[src/rtl/mem_arbiter.sv]
// -----------------------------------------------------------------------------
// mem_arbiter
//
// Shares one single-port, request/acknowledge memory between the core's
// instruction-fetch port and its data port. One memory transaction is in
// flight at a time. A completion pulse goes back to the port that owned the
// transaction, and a watchdog aborts transactions that are never
// acknowledged.
//
// Transaction flow: IDLE (arbitrate and latch) -> BUSY (mem_req high) -> RESP
// (one-cycle done pulse) -> IDLE.
//
// Ports
//   clk        in   rising-edge clock
//   reset      in   asynchronous, active-low reset
//   if_req     in   fetch request, held until if_done
//   if_addr    in   [31:0] fetch address
//   if_rdata   out  [31:0] last successfully fetched word
//   if_done    out  fetch completion pulse (one cycle)
//   dm_req     in   data request, held until dm_done
//   dm_rd_wr   in   1 = read, 0 = write
//   dm_addr    in   [31:0] data address
//   dm_wdata   in   [31:0] data write value
//   dm_rdata   out  [31:0] last successfully read data word
//   dm_done    out  data completion pulse (one cycle)
//   err        out  qualifies the done pulses; 1 = the transaction timed out
//   mem_req    out  memory request, high throughout BUSY
//   mem_rd_wr  out  1 = read, 0 = write
//   mem_addr   out  [31:0] memory address
//   mem_wdata  out  [31:0] memory write data
//   mem_rdata  in   [31:0] memory read data, valid with mem_ack
//   mem_ack    in   one-cycle memory completion
//   owner      out  current or last grantee: 0 = fetch, 1 = data
//
// Parameter
//   TIMEOUT_CYCLES  BUSY cycles allowed without mem_ack (0 disables watchdog)
//
// Build option
//   MEM_ARB_DATA_PRIORITY_EN  when defined, a data request always beats a
//                             fetch request. Otherwise contention is resolved
//                             round-robin.
// -----------------------------------------------------------------------------
module mem_arbiter #(
    parameter logic [7:0] TIMEOUT_CYCLES = 8'd255
) (
    input  logic        clk,
    input  logic        reset,
    input  logic        if_req,
    input  logic [31:0] if_addr,
    output logic [31:0] if_rdata,
    output logic        if_done,
    input  logic        dm_req,
    input  logic        dm_rd_wr,
    input  logic [31:0] dm_addr,
    input  logic [31:0] dm_wdata,
    output logic [31:0] dm_rdata,
    output logic        dm_done,
    output logic        err,
    output logic        mem_req,
    output logic        mem_rd_wr,
    output logic [31:0] mem_addr,
    output logic [31:0] mem_wdata,
    input  logic [31:0] mem_rdata,
    input  logic        mem_ack,
    output logic        owner
);

    typedef enum logic [1:0] {
        ST_IDLE = 2'd0,
        ST_BUSY = 2'd1,
        ST_RESP = 2'd2
    } state_t;

    state_t      r_state;
    state_t      w_state_nxt;

    logic        r_mem_req;
    logic        r_mem_rd_wr;
    logic [31:0] r_mem_addr;
    logic [31:0] r_mem_wdata;
    logic [31:0] r_if_rdata;
    logic [31:0] r_dm_rdata;
    logic        r_if_done;
    logic        r_dm_done;
    logic        r_err;
    logic        r_owner;
    logic [7:0]  r_wdog;

    logic        w_any_req;
    logic        w_pick_data;
    logic        w_timeout;
    logic        w_grant;
    logic        w_finish;

    logic        w_mem_req_nxt;
    logic        w_mem_rd_wr_nxt;
    logic [31:0] w_mem_addr_nxt;
    logic [31:0] w_mem_wdata_nxt;
    logic [31:0] w_if_rdata_nxt;
    logic [31:0] w_dm_rdata_nxt;
    logic        w_if_done_nxt;
    logic        w_dm_done_nxt;
    logic        w_err_nxt;
    logic        w_owner_nxt;
    logic [7:0]  w_wdog_nxt;

    assign w_any_req = if_req | dm_req;

    // Watchdog expiry: limit reached with no ack this cycle (an ack in the
    // expiry cycle takes precedence and completes normally).
    assign w_timeout = (TIMEOUT_CYCLES != 8'd0) && (r_wdog == TIMEOUT_CYCLES) && !mem_ack;

    // Arbitration winner for an IDLE cycle with at least one request.
    always_comb begin
        w_pick_data = 1'b0;
`ifdef MEM_ARB_DATA_PRIORITY_EN
        w_pick_data = dm_req;
`else
        if (if_req && dm_req) begin
            // r_owner holds the last grantee, so the other port wins.
            w_pick_data = ~r_owner;
        end else begin
            w_pick_data = dm_req;
        end
`endif
    end

    // State register.
    always_ff @(posedge clk or negedge reset) begin
        if (!reset) begin
            r_state <= ST_IDLE;
        end else begin
            r_state <= w_state_nxt;
        end
    end

    // Next-state logic.
    always_comb begin
        w_state_nxt = r_state;
        case (r_state)
            ST_IDLE: begin
                if (w_any_req) begin
                    w_state_nxt = ST_BUSY;
                end else begin
                    w_state_nxt = ST_IDLE;
                end
            end
            ST_BUSY: begin
                if (mem_ack || w_timeout) begin
                    w_state_nxt = ST_RESP;
                end else begin
                    w_state_nxt = ST_BUSY;
                end
            end
            ST_RESP: begin
                w_state_nxt = ST_IDLE;
            end
            default: begin
                w_state_nxt = ST_IDLE;
            end
        endcase
    end

    assign w_grant  = (r_state == ST_IDLE) && w_any_req;
    assign w_finish = (r_state == ST_BUSY) && (mem_ack || w_timeout);

    // Output logic: next values of the registered outputs and watchdog.
    always_comb begin
        w_mem_req_nxt   = (w_state_nxt == ST_BUSY);
        w_mem_rd_wr_nxt = r_mem_rd_wr;
        w_mem_addr_nxt  = r_mem_addr;
        w_mem_wdata_nxt = r_mem_wdata;
        w_owner_nxt     = r_owner;
        w_if_rdata_nxt  = r_if_rdata;
        w_dm_rdata_nxt  = r_dm_rdata;
        w_if_done_nxt   = w_finish && !r_owner;
        w_dm_done_nxt   = w_finish && r_owner;
        w_wdog_nxt      = r_wdog;

        // err only rides along with the done pulse.
        if (r_state == ST_BUSY) begin
            w_err_nxt = w_timeout;
        end else begin
            w_err_nxt = 1'b0;
        end

        if (w_grant) begin
            w_owner_nxt = w_pick_data;
            w_wdog_nxt  = 8'd0;
            if (w_pick_data) begin
                w_mem_rd_wr_nxt = dm_rd_wr;
                w_mem_addr_nxt  = dm_addr;
                w_mem_wdata_nxt = dm_wdata;
            end else begin
                // Fetch is always a read; write data is left as it was.
                w_mem_rd_wr_nxt = 1'b1;
                w_mem_addr_nxt  = if_addr;
            end
        end else begin
            w_owner_nxt = r_owner;
        end

        if ((r_state == ST_BUSY) && mem_ack) begin
            if (!r_owner) begin
                w_if_rdata_nxt = mem_rdata;
            end else if (r_mem_rd_wr) begin
                w_dm_rdata_nxt = mem_rdata;
            end else begin
                w_dm_rdata_nxt = r_dm_rdata;
            end
        end else begin
            w_if_rdata_nxt = r_if_rdata;
        end

        // Saturate so a disabled watchdog never wraps.
        if ((r_state == ST_BUSY) && !mem_ack && !w_timeout && (r_wdog != 8'hFF)) begin
            w_wdog_nxt = r_wdog + 8'd1;
        end else begin
            w_wdog_nxt = w_grant ? 8'd0 : r_wdog;
        end
    end

    // Output and datapath registers.
    always_ff @(posedge clk or negedge reset) begin
        if (!reset) begin
            r_mem_req   <= 1'b0;
            r_mem_rd_wr <= 1'b1;
            r_mem_addr  <= 32'h0000_0000;
            r_mem_wdata <= 32'h0000_0000;
            r_if_rdata  <= 32'h0000_0000;
            r_dm_rdata  <= 32'h0000_0000;
            r_if_done   <= 1'b0;
            r_dm_done   <= 1'b0;
            r_err       <= 1'b0;
            r_owner     <= 1'b1;
            r_wdog      <= 8'd0;
        end else begin
            r_mem_req   <= w_mem_req_nxt;
            r_mem_rd_wr <= w_mem_rd_wr_nxt;
            r_mem_addr  <= w_mem_addr_nxt;
            r_mem_wdata <= w_mem_wdata_nxt;
            r_if_rdata  <= w_if_rdata_nxt;
            r_dm_rdata  <= w_dm_rdata_nxt;
            r_if_done   <= w_if_done_nxt;
            r_dm_done   <= w_dm_done_nxt;
            r_err       <= w_err_nxt;
            r_owner     <= w_owner_nxt;
            r_wdog      <= w_wdog_nxt;
        end
    end

    assign mem_req   = r_mem_req;
    assign mem_rd_wr = r_mem_rd_wr;
    assign mem_addr  = r_mem_addr;
    assign mem_wdata = r_mem_wdata;
    assign if_rdata  = r_if_rdata;
    assign dm_rdata  = r_dm_rdata;
    assign if_done   = r_if_done;
    assign dm_done   = r_dm_done;
    assign err       = r_err;
    assign owner     = r_owner;

endmodule

[config.mk]
export PLATFORM = sky130hd
export DESIGN_NAME = mem_arbiter
export DESIGN_NICKNAME = d
export VERILOG_FILES = /design/src/rtl/mem_arbiter.sv
export SDC_FILE = /design/constraint.sdc
export NUM_CORES = 1
export LEC_CHECK = 0
export ABC_CLOCK_PERIOD_IN_PS = 4700
export CORE_MARGIN = 5
export CORE_UTILIZATION = 30
export DETAILED_ROUTE_END_ITERATION = 6
export GPL_ROUTABILITY_DRIVEN = 1
export SYNTH_ARGS = -nofsm -noshare
export SYNTH_HDL_FRONTEND = slang
export SYNTH_SLANG_ARGS = --single-unit
[constraint.sdc]
create_clock -name clk -period 4.7 [get_ports clk]
set_clock_uncertainty 0.05 [all_clocks]
set_input_delay 0.705 -clock clk [delete_from_list [all_inputs] [get_ports clk]]
set_output_delay 0.705 -clock clk [all_outputs]
set_load 0.01 [all_outputs]
==> flow_metrics.tcl <==
set metrics [dict create \
    outcome "completed" \
    dr_total_vias 4250 \
    cts.sinks 144 \
    power.leakage_nw 3.87 \
    routed_wl_um 15500 \
    crit_arrival_ps 2700 \
    areaGrowthSynthToFinish_pct 60.8 \
    synth_nets 550 \
    hold_class "input port to asynchronous set/reset pin" \
    fin_cells 930 \
    cts_buffers 17 \
    grt_pass1_vias 4586 \
    crit_chain "clkdlybuf4s50_1 -> o21a_1 -> and2_2 -> mux2_2" \
    clock_latency_ps 410 \
    r2r-start "r_state[1]$_DFF_PN0_" \
    diodes 0 \
    ant_nets 0 \
    yosysTopAreaCell "dfrtp_1" \
    vias_per_cell 4.57 \
    netlist_instances 415 \
    crit_buf_inv 1 \
    start_util 0.306 \
    fin_crit_sh 0.522 \
    end_kind "flop" \
    cts_post_setup_buffers_inserted 0 \
    cp.depth 4 \
    timing_hold_violations_final 0 \
    antenna_found_initial 1 \
    grt_pass1_wl_um 24500 \
    reg2regPathDepth 4 \
    hold_buffers 0 \
    ys_seq_elements 144 \
    wl_per_cell_um 16.7 \
    synth.distinct_cells 35 \
    cts_tree "built" \
    start_kind "input port" \
    cts_resized 0 \
    dieHeight_um 148 \
    final_cell_mix "266 x clkdlybuf4s50_1, 142 x dfrtp_1, 87 x mux2_2" \
    cpPeakStageDelay_ps 720 \
    cts-root-buf "clkbuf_16" \
    final_core_util 0.493 \
    synth.avg_cell_area_um2 13.9 \
    drive_above_1_share 0.191 \
    required_ps 4940 \
    cp_max_fo 34 \
    dieArea_um2 22000 \
    worst_pin_slew_ps 1000 \
    drcViolationCount 0 \
    clkTransAtPathRegs_ps 60 \
    dp.cells 898 \
    layout_commonest_cell "clkdlybuf4s50_1" \
    ys_warn_count 0 \
    dr.pass1.iters 4 \
    met1_usage 0.166 \
    fin_crit_ps 2450 \
    nets 818 \
    slew_headroom 0.328 \
    place_congestion 0.810 \
    syn_area_um2 5750 \
    synth_area_leaders "dfrtp_1 62%, mux2_2 17%, mux2i_1 5.7%, o21ai_0 3.0%, nand2_1 2.7%" \
    ios 268 \
    die-width_um 148 \
    h-tree-depth 4 \
    r2r-end "mem_wdata[24]$_DFFE_PN0P_" \
    grt_max_degree 55 \
    crit_type "input port to flop" \
    io_buffer_count 267 \
    use_met2 0.234 \
    hpwl_um 11800 \
    fmax_mhz 407 \
    rows 50 \
    rsz0062_at_grt "false" \
    vdd_drop_max_v 0.000261 \
    first_iter_violations 112 \
    p_per_area_nw_per_um2 651 \
    critical_path.top_delay_family "simple AND/OR/NAND/NOR gates" \
    timing.hold.ws_ps 176 \
    tns_ps 0 \
    grtUsageMet3 0.0573 \
    drv_slew 0 \
    cap_viol_max_count 0 \
    critPathCapture "mem_wdata[24]$_DFFE_PN0P_" \
    synth_top_area_frac 0.618 \
    crit_slowest_cell "and2_2" \
    core_area_um2 18800 \
    groute.usage.overall 0.141 \
    grt.busiest_layer "met2" \
    yosysSeqAreaShare 0.627 \
    nFillCells 1663 \
    r2r_setup_slack_ps 2450 \
    cts_max_path_buffers 2 \
    setup_viol 0 \
    grt_overflow 0 \
    startpoint "if_req" \
]
## flip-flops by register name (all words and copies together), names as in the netlist, 2 cells and up
name and count:
mem_addr 32, if_rdata 32, r_state 2, mem_wdata 32, dm_rdata 32, r_wdog 8
## per-stage QoR
| step | setup WS (ps) | area (um^2) | power [mW] |
|---|---|---|---|
| floorplan | 2690 | 5750 | 3.23 |
| global placement | 1890 | 8670 | 4.74 |
| detailed placement | 1810 | 8670 | 4.81 |
| CTS | 2220 | 9250 | 6.13 |
| global route | 2180 | 9250 | 6.39 |
| finish | 2250 | 9250 | 6.02 |
## cell usage after synthesis (all sizes together)
cell	n
o221ai	1
nand2	42
and3	1
dfstp	2
a21oi	5
o21ai	36
clkbuf	8
nor2	6
nor2b	3
or3	1
a21boi	1
o22ai	1
mux2i	33
inv	2
and4	1
mux2	96
o311ai	1
ha	1
xnor2	1
nor3	2
a2111oi	1
o41ai	1
nor3b	1
and2	2
or3b	1
a21o	2
nand4	1
dfrtp	142
nand3	4
buf	14
o21a	2
## worst reg2reg max path: stages, from the launching register on
cell and delay, ps:
dfrtp_1 400, nor2_1 280, o21a_1 240, and2_2 720, mux2_2 450
## power by group
part | switching [mW] | internal (mW) | leakage (nW) | total, mW
clock | 0.516 | 0.774 | 0.272 | 1.29
combinational | 1.02 | 1.55 | 1.85 | 2.57
sequential | 0.321 | 1.84 | 1.75 | 2.16
## routing by layer
| metal | vias up | routed length, um |
|---|---|---|
| met5 | - | 7 |
| met4 | 2 | 205 |
| met3 | 18 | 1450 |
| met2 | 168 | 7600 |
| met1 | 2064 | 6260 |
| li1 | 1998 | - |
## cell type report
cell class	instances	area [um^2]	share of cell area
flip-flops and latches	144	3610	0.390
repair buffers	271	2700	0.292
inverters	2	7.51	0.000812
multi-input cells	247	2060	0.223
clock buffers	21	470	0.0509
clock inverters	11	105	0.0114
well taps	234	293	0.0317
## worst min path at each step
stage	start	end	slack (ps)	cells after the start
final	reset	mem_addr[15]$_DFFE_PN0N_	180	1
after floorplan	reset	dm_done$_DFF_PN0_	360	0
after global placement	mem_addr[6]$_DFFE_PN0N_	mem_addr[6]$_DFFE_PN0N_	410	2
after global routing	reset	mem_addr[15]$_DFFE_PN0N_	210	1
after CTS	reset	mem_addr[15]$_DFFE_PN0N_	180	1
after detailed placement	mem_addr[15]$_DFFE_PN0N_	mem_addr[15]$_DFFE_PN0N_	420	2
## cell families after synthesis
logic type                 count (synthesis)  synth area share
adders and majority gates                  1           0.00218
and+or+nand+nor                           65            0.0500
xor gates and xnor gates                   1           0.00152
buffers and inverters                     24            0.0211
AOI/OAI and AO/OA                         51            0.0527
DFF                                      144             0.627
muxes                                    129             0.245
Power figures use the tool's default switching activity.
==> RTL change (same settings) <==
Re-encode `state_t` (3 states) as one-hot, 3 bits wide.
--- a/src/rtl/mem_arbiter.sv
+++ b/src/rtl/mem_arbiter.sv
@@ -66,8 +66,8 @@
 );
 
-    typedef enum logic [1:0] {
-        ST_IDLE = 2'd0,
-        ST_BUSY = 2'd1,
-        ST_RESP = 2'd2
+    typedef enum logic [2:0] {
+        ST_IDLE = 3'b001,
+        ST_BUSY = 3'b010,
+        ST_RESP = 3'b100
     } state_t;
 
Function: no difference found for any inputs over 4 cycles, from zero or initial values and one cycle with reset low; so few cycles prove little.
==> RTL change against the unedited design <==
Critical path depth is 1 lower; sequential power about the same; worst setup slack better by 0.048 ns; sequential cell count rose by 1; total power down 0.15%; synthesized area increased by 0.65%; non-clock buffer count is 1 lower; critical endpoint unchanged; register-to-register slack got worse by 0.16 ns; count of clock-buffer cells in the layout fell by 1; largest cell class unchanged; via count down 0.99%; routed wire length rose by 1.5%; combinational power is 2% lower; final area is 0.78% higher.
==> RTL change: results <==
group,metric,value,unit
status,status,"finished, final reports clean",
placed_design,dpl.hpwl,11900,um
routing,drt_wl_total,15800,um
pwr,intPower,4.17,mW
grt,grtUsageMet1,0.167,
routing,route.met3.wl,1730,um
routing,wl_met2,7440,um
synthesis,ys_warn_count,0,
synthesis,synthMuxAreaShare,0.249,
placed_design,pre_cts_slack,1.82,ns
clocking,clkTransAtPathRegs,0.06,ns
routing,viasPerCell,4.42,
routing,m1WireLength,6400,um
routing,drt_pass1_iterations,4,
clocking,cts_setup_buffers,0,
pwr,power_leakage,3.97,nW
synthesis,syn_area_per_cell,14.0,um^2
synthesis,synth_top_family_by_area,"multiplexers",
placed_design,placed_cell_area,8730,um^2
grt,grt_pass1_vias,4624,
synthesis,synth_area_leaders,"dfrtp_1, mux2_2, mux2i_1",
synthesis,synth_compound_area_frac,0.0450,
grt,antenna_found_initial,0,
placed_design,dpl.cell_count,921,
routing,routedWlPerCell,16.5,um
synthesis,synth_xor_area_frac,0.00151,
critical_path,cpPeakStageDelay,0.65,ns
clocking,cts_buffers,17,
grt,grt_pass1_wl,24700,um
synthesis,seq_area_frac_synth,0.628,
routing,drt_iter0_markers,97,
pwr,clk-power,1.33,mW
synthesis,netlist_top_cells_count,"dfrtp_1, mux2_2, nand2_1",
critical_path,crit_slowest_cell,"nand2_2",
pwr,clkPwrFrac,0.221,
critical_path,cp.arrival,2.65,ns
clocking,cts_resized,0,
cells_and_area,layout-drive-gt1-share,0.208,
flow_run,max-cap-violations,0,
synthesis,synth-adder-area-share,0.00216,
synthesis,synth_ff_type,"dfrtp_1",
critical_path,r2r-start,"r_state[0]",
synthesis,synth_fp_nets,547,
grt,grt_usage,0.142,
critical_path,critPathMaxFanout,34,
clocking,root_buffer,"clkbuf_16",
routing,routed.top_layer,"met4",
critical_path,path_delay_family,"simple AND/OR/NAND/NOR gates",
placed_design,gp_congestion,0.778,
clocking,clk_path_buf_depth,2,
grt,met3_usage,0.0659,
critical_path,cp-startpoint,"r_state[0]",
grt,globalRouteMet2Util,0.231,
cells_and_area,fin_nets,815,
pwr,ir_worst_vdd,0.241,mV
grt,grt_max_degree,106,
timing,max-slew-margin-rel,0.304,
synthesis,synth_cell_types,33,
==> RTL change: changes by cell type in the layout (fill, tap and decap cells not counted), moves of 3 or more <==
cell,change
nor3b_1,+3
mux2_1,-9
clkinvlp_4,-3
mux2_2,+10
a21oi_1,-5
==> RTL change: layout make-up <==
| class | instances | area [um^2] |
|---|---|---|
| inverters | 2 | 7.51 |
| clock buffers | 20 | 457 |
| well taps | 260 | 325 |
| clock inverters | 12 | 131 |
| fillers | 1631 | 9510 |
| multi-input cells | 244 | 2070 |
| repair buffers | 270 | 2700 |
| flip-flops and latches | 145 | 3630 |
==> RTL change: worst paths after layout <==
path                                 end  slack [ns]  depth (start not counted)
min in group clk            mem_addr[15]        0.43                          2
max in group asynchronous     r_state[0]        3.07                          2
max                        mem_wdata[24]        2.29                          3
min reg2reg                 mem_addr[15]        0.43                          2
max reg2reg                mem_wdata[24]        2.29                          3
min                         if_rdata[31]        0.34                          1
